`src/rtl/mem_access_unit_if.sv`:
```
// Data-memory req/ack port between the M-stage access unit and memory.
interface mem_access_unit_if #(
    parameter int WIDTH = 32
);
    logic             mem_req;
    logic             mem_we;
    logic [WIDTH-1:0] mem_addr;
    logic [WIDTH-1:0] mem_wdata;
    logic [3:0]       mem_be;
    logic             mem_ack;
    logic [WIDTH-1:0] mem_rdata;

    modport master (
        output mem_req, mem_we, mem_addr, mem_wdata, mem_be,
        input  mem_ack, mem_rdata
    );

    modport slave (
        input  mem_req, mem_we, mem_addr, mem_wdata, mem_be,
        output mem_ack, mem_rdata
    );
endinterface

```
`src/rtl/mem_access_unit.sv`:
```
// M-stage load/store controller: drives a multi-cycle req/ack memory
// port, steers store lanes, extracts load bytes and stalls the pipe.
module mem_access_unit #(
    parameter int WIDTH = 32
) (
    input  logic               clk,
    input  logic               rst_n,
    input  logic               MemWriteM,
    input  logic               MemReadM,
    input  logic               StSrcM,
    input  logic               LdSrcM,
    input  logic [WIDTH-1:0]   ALUResultM,
    input  logic [WIDTH-1:0]   WriteDataM,
    output logic [WIDTH-1:0]   ReadDataM,
    output logic               StallM,
    mem_access_unit_if.master  mem
);
    typedef enum logic [1:0] {
        S_IDLE,
        S_REQ,
        S_DONE
    } state_t;

    state_t           r_state;
    logic             r_req;
    logic             r_we;
    logic [WIDTH-1:0] r_addr;
    logic [WIDTH-1:0] r_wdata;
    logic [3:0]       r_be;
    logic             r_ld_byte;
    logic [1:0]       r_lane;
    logic [WIDTH-1:0] r_rdata;

    logic             w_op;
    logic [7:0]       w_lane_byte;
    logic [3:0]       w_be;
    logic [WIDTH-1:0] w_wdata;

    assign w_op = MemWriteM | MemReadM;

    // Byte stores replicate the byte on every lane; be picks the target.
    assign w_be    = (MemWriteM && StSrcM) ? (4'b0001 << ALUResultM[1:0])
                                           : 4'b1111;
    assign w_wdata = (MemWriteM && StSrcM) ? {4{WriteDataM[7:0]}}
                                           : WriteDataM;

    assign w_lane_byte = mem.mem_rdata[{r_lane, 3'b000} +: 8];

    // Releasing the stall in DONE lets the pipe advance exactly once.
    assign StallM = w_op & (r_state != S_DONE) & rst_n;

    always_ff @(posedge clk or negedge rst_n) begin
        if (!rst_n) begin
            r_state   <= S_IDLE;
            r_req     <= 1'b0;
            r_we      <= 1'b0;
            r_addr    <= '0;
            r_wdata   <= '0;
            r_be      <= 4'b0000;
            r_ld_byte <= 1'b0;
            r_lane    <= 2'b00;
            r_rdata   <= '0;
        end else begin
            unique case (r_state)
                S_IDLE: begin
                    if (w_op) begin
                        r_req     <= 1'b1;
                        r_we      <= MemWriteM;
                        r_addr    <= {ALUResultM[WIDTH-1:2], 2'b00};
                        r_wdata   <= w_wdata;
                        r_be      <= w_be;
                        r_ld_byte <= LdSrcM;
                        r_lane    <= ALUResultM[1:0];
                        r_state   <= S_REQ;
                    end
                end
                S_REQ: begin
                    if (mem.mem_ack) begin
                        r_req   <= 1'b0;
                        r_state <= S_DONE;
                        if (!r_we) begin
                            r_rdata <= r_ld_byte
                                     ? {{(WIDTH-8){1'b0}}, w_lane_byte}
                                     : mem.mem_rdata;
                        end
                    end
                end
                S_DONE: begin
                    r_state <= S_IDLE;
                end
                default: begin
                    r_state <= S_IDLE;
                    r_req   <= 1'b0;
                end
            endcase
        end
    end

    assign mem.mem_req   = r_req;
    assign mem.mem_we    = r_we;
    assign mem.mem_addr  = r_addr;
    assign mem.mem_wdata = r_wdata;
    assign mem.mem_be    = r_be;
    assign ReadDataM     = r_rdata;
endmodule

```
`src/flat_wrapper.sv`:
```
// flat-port wrapper written by rule: the top's interface ports become plain ports
module mem_access_unit_flat 
#(
    parameter int WIDTH = 32
)
  (clk, rst_n, MemWriteM, MemReadM, StSrcM, LdSrcM, ALUResultM, WriteDataM, ReadDataM, StallM, mem_mem_req, mem_mem_we, mem_mem_addr, mem_mem_wdata, mem_mem_be, mem_mem_ack, mem_mem_rdata);
  mem_access_unit_if #(.WIDTH(WIDTH)) mem_i ();
  input  logic clk;
  input  logic rst_n;
  input  logic MemWriteM;
  input  logic MemReadM;
  input  logic StSrcM;
  input  logic LdSrcM;
  input  logic [WIDTH-1:0] ALUResultM;
  input  logic [WIDTH-1:0] WriteDataM;
  output logic [WIDTH-1:0] ReadDataM;
  output logic StallM;
  output wire logic [$bits(mem_i.mem_req)-1:0] mem_mem_req;
  output wire logic [$bits(mem_i.mem_we)-1:0] mem_mem_we;
  output wire logic [$bits(mem_i.mem_addr)-1:0] mem_mem_addr;
  output wire logic [$bits(mem_i.mem_wdata)-1:0] mem_mem_wdata;
  output wire logic [$bits(mem_i.mem_be)-1:0] mem_mem_be;
  input wire logic [$bits(mem_i.mem_ack)-1:0] mem_mem_ack;
  input wire logic [$bits(mem_i.mem_rdata)-1:0] mem_mem_rdata;
  assign mem_mem_req = mem_i.mem_req;
  assign mem_mem_we = mem_i.mem_we;
  assign mem_mem_addr = mem_i.mem_addr;
  assign mem_mem_wdata = mem_i.mem_wdata;
  assign mem_mem_be = mem_i.mem_be;
  assign mem_i.mem_ack = mem_mem_ack;
  assign mem_i.mem_rdata = mem_mem_rdata;
  mem_access_unit #(.WIDTH(WIDTH)) u_core (.clk(clk), .rst_n(rst_n), .MemWriteM(MemWriteM), .MemReadM(MemReadM), .StSrcM(StSrcM), .LdSrcM(LdSrcM), .ALUResultM(ALUResultM), .WriteDataM(WriteDataM), .ReadDataM(ReadDataM), .StallM(StallM), .mem(mem_i));
endmodule
```
`config.mk`:
```
export PLATFORM = sky130hd
export DESIGN_NAME = mem_access_unit_flat
export DESIGN_NICKNAME = d
export VERILOG_FILES = /design/src/rtl/mem_access_unit_if.sv /design/src/rtl/mem_access_unit.sv /design/src/flat_wrapper.sv
export SDC_FILE = /design/constraint.sdc
export NUM_CORES = 1
export LEC_CHECK = 0
export ABC_CLOCK_PERIOD_IN_PS = 3650
export CAP_MARGIN = 5
export CORE_MARGIN = 2
export CORE_UTILIZATION = 45
export DETAILED_ROUTE_END_ITERATION = 10
export GPL_TIMING_DRIVEN = 1
export HOLD_SLACK_MARGIN = 0.15
export MAX_ROUTING_LAYER = met4
export PLACE_DENSITY = 0.85
export SYNTH_ARGS = -nofsm -noshare
export SYNTH_HDL_FRONTEND = slang
export SYNTH_SLANG_ARGS = --single-unit
```
`constraint.sdc`:
```
create_clock -name clk -period 3.65 [get_ports clk]
set_input_delay 0.73 -clock clk [delete_from_list [all_inputs] [get_ports clk]]
set_output_delay 0.73 -clock clk [all_outputs]
set_load 0.01 [all_outputs]
```
==> summary.txt <==
Placement
  – DP Area: 0.00668 mm²
  – Port Buffer Count: 203
  – Post-DP HPWL: 9400 µm
  – Global placer's final weighted congestion: 0.827

Setup path
  – Critical-path top delay cell: clkdlybuf4s50_1
  – R2R Path End: u_core.ReadDataM[6]$_DFFE_PN0P_
  – Reg2Reg Launch Point: u_core.r_ld_byte$_DFFE_PN0P_
  – CP Launch Type: input pin
  – R2R cell count: 3
  – WP data required: 2.92 ns
  – R2r setup slk: 1.71 ns
  – CP max FO: 12
  – Worst Setup EP: StallM
  – Crit path arrival time: 2.13 ns
  – Cell-by-cell trace of the critical path: clkdlybuf4s50_1, buf_4, o221a_2, clkdlybuf4s50_1
  – CP dominant cell by count: clkdlybuf4s50_1
  – Critical Path Start: MemWriteM
  – Setup crit end kind: primary output
  – WP depth: 4
  – Buffers and inverters on the worst path: 3
  – Critical path class: in -> out
  – Largest delay share family, worst path: buffers and inverters
  – CP max stage delay: 0.56 ns

Floorplan
  – CORE AREA: 0.00986 mm²
  – Effective utilization at floorplan: 46.8%
  – Top Ports: 206
  – Die W: 105 µm
  – Die area: 0.0111 mm²
  – Die Ht: 105 µm
  – Row count: 36

Synthesis
  – Post-Synthesis Cells: 404
  – Library cells used by synthesis: 28
  – Sequential element share of the synthesized area: 56.9%
  – Synth top area cells: dfrtp_1 57%, mux2_4 12%, nand2_1 5.5%, o21ai_0 4.8%, a21oi_1 3.0%
  – Syn avg cell area: 11.4 µm²
  – FFs w/ async S/R, synth: 100%
  – Post-synthesis register bit count: 105
  – Syn. warnings: 0
  – EDFF count, synth: 0
  – Synth area leader: dfrtp_1
  – Mapped Area: 0.00461 mm²
  – Top-area cell type share of the netlist area: 56.9%
  – Primary FF master, synth: dfrtp_1

GRT
  – Met1 GRT Util: 28.7%
  – Largest net degree at the start of global routing: 84
  – Met3 Use GR: 4.82%
  – Most crowded layer after global routing: met2
  – Met2 Usage GRT: 39.0%
  – Total congestion overflow: 0
  – Number of global-route vias before repair: 3,868
  – Initial antenna violation count: 0
  – First-pass GRT wire length: 20,000 µm
  – GRT Resource Usage Total: 23.6%

Power and ir drop
  – Switch share: 34.0%
  – Power Total: 5.57 mW
  – Static Leak: 3.06 nW
  – Internal: 3.68 mW
  – Clock power frac: 13.9%
  – Worst VDD drop: 689 µV
  – Comb power frac: 48.2%
  – Switching pwr: 1.89 mW
  – Power per cell area: 809 mW/mm²
  – Sequential share of power: 37.9%

STA
  – Max Clock Freq: 350 MHz
  – Tcrit/Tclk final: 78.3%
  – RSZ-0062 raised after global routing: no
  – Least-Margin Pin Slew: 1.13 ns
  – Setup TNS: 0 ns
  – Hold Fails Final Rpt: 0
  – Final setup vio count: 0
  – Final worst path period need: 2.86 ns
  – Max Slew Vio Count: 0
  – Max_slew headroom: 24.8%
  – Skew final: 0.0179 ns

Clocking
  – CTS tree: done
  – Num Clock Sinks: 105
  – Cts hold-fix bufs: 0
  – Clock Path Buffers: 2
  – Root buffer cell: clkbuf_8
  – Setup bufs post-CTS: 0
  – Post-CTS sizing: 0
  – Num CTS Buffers: 9
  – Clk slew on worst S/H paths: 0.11 ns
  – Clock Latency Late Sink: 0.36 ns
  – H-tree depth: 3

Cells and area
  – Final instance area: 0.00689 mm²
  – Ant. Diodes: 0
  – Fin nets: 697
  – Layout area overhead: 49.2%
  – Share of layout cells above drive strength 1: 11.4%

Run
  – Maximum capacitance violations: 0

Routing
  – Vias: 3,768
  – Final ANT Viol Nets: 0
  – DRT Pass-1 Iters: 4
  – WL final: 12,500 µm
  – Via/cell ratio: 5.16
  – Drt wl/cell: 17.2 µm
  – DRC: 0
  – Detailed Route Iter0 Violations: 145

Outcome
  – Outcome: completed

Worst hold path
  – Min-delay worst type: in -> async
-- area by class of cell --
type | instances | area (µm²)
Inverter | 15 | 56.3
Multi-Input combinational cell | 255 | 1750
Sequential cell | 105 | 2630
Clock buffer | 9 | 124
Clock inverter | 5 | 81.3
Fill cell | 706 | 2980
Tap cell | 133 | 166
Timing Repair Buffer | 208 | 2080
-- stage by stage --
step | cells | worst slack [ns] | hold WS [ns] | utilization, %
floorplan | 405 | 1.75 | 0.434 | -
global placement | 716 | 0.807 | 0.460 | 67.7
detailed placement | 716 | 0.797 | 0.466 | 67.7
CTS | 730 | 0.797 | 0.489 | 69.8
global route | 730 | 0.764 | 0.510 | 69.8
finish | 730 | 0.792 | 0.471 | 69.8
-- cells in the final DEF, fill, tap and decap left out, drive strengths merged, types with 2 or more instances in the layout --
cell           instances
conb                   2
nor2b                  2
bufinv                 2
and3                   8
clkdlybuf4s50        202
o31ai                 20
inv                   16
o21ai                 46
nand2b                14
clkbuf                 9
a2bb2oi                2
o22ai                  6
nand2                 67
mux2                  39
mux2i                  2
dfrtp                105
nor2                   9
buf                    6
a21oi                 28
a311oi                 6
-- worst min path at each step --
stage,startpoint,endpoint,slack [ns]
after detailed placement,u_core.ReadDataM[18]$_DFFE_PN0P_,u_core.ReadDataM[18]$_DFFE_PN0P_,0.47
after global routing,u_core.ReadDataM[11]$_DFFE_PN0P_,u_core.ReadDataM[11]$_DFFE_PN0P_,0.51
after CTS,rst_n,u_core.mem.mem_wdata[14]$_DFFE_PN0P_,0.49
final,rst_n,u_core.mem.mem_wdata[14]$_DFFE_PN0P_,0.47
after global placement,u_core.ReadDataM[18]$_DFFE_PN0P_,u_core.ReadDataM[18]$_DFFE_PN0P_,0.46
after floorplan,rst_n,u_core.ReadDataM[0]$_DFFE_PN0P_,0.43
-- cell families (layout without fill, tap and decap cells) --
kind of cell	Yosys count	count (layout)	synth area share [%]
flip-flops	105	105	56.9
buffers and inverters	45	237	5.50
AO/OA/AOI/OAI	111	111	14.8
multiplexers	41	41	13.0
other	1	2	0.0813
AND/OR/NAND/NOR	101	101	9.68
-- layer usage --
metal  up-vias  part of all wire, %
li1       1764                    -
met1      1795                   40
met2       181                   50
met4         0                  2.4
met5         -                    0
met3        28                  7.6
-- power by group through the flow --
stage,clock network (mW),registers (mW),logic [mW]
after floorplan,0,2.23,1.22
after global placement,0,2.09,2.64
after detailed placement,0,2.12,2.71
after CTS,0.784,2.11,2.71
after global routing,0.831,2.18,2.88
final,0.773,2.11,2.68
-- worst reg2reg max path, delay by kind of cell (launching register included) --
kind | cells | cell delay, ns
DFF | 1 | 0.89
AOI/OAI and AO/OA | 3 | 0.89
-- state kept, by name, summed over array words and instances (netlist names) --
register              count
u_core.mem.mem_be         4
u_core.mem.mem_we         1
u_core.mem.mem_addr      30
u_core.r_ld_byte          1
u_core.r_state            2
u_core.r_lane             2
u_core.mem.mem_req        1
u_core.ReadDataM         32
u_core.mem.mem_wdata     32
-- Yosys cell counts (all sizes together), types with 2 or more instances --
cell and number:
o21ai 46, o31ai 20, a311oi 6, and3 8, a21oi 28, dfrtp 105
mux2 39, nor2 9, o22ai 6, nand2b 14, inv 15, nor2b 2
a2bb2oi 2, mux2i 2, buf 24, clkbuf 6, nand2 67
(Power assumes the default switching activity.)
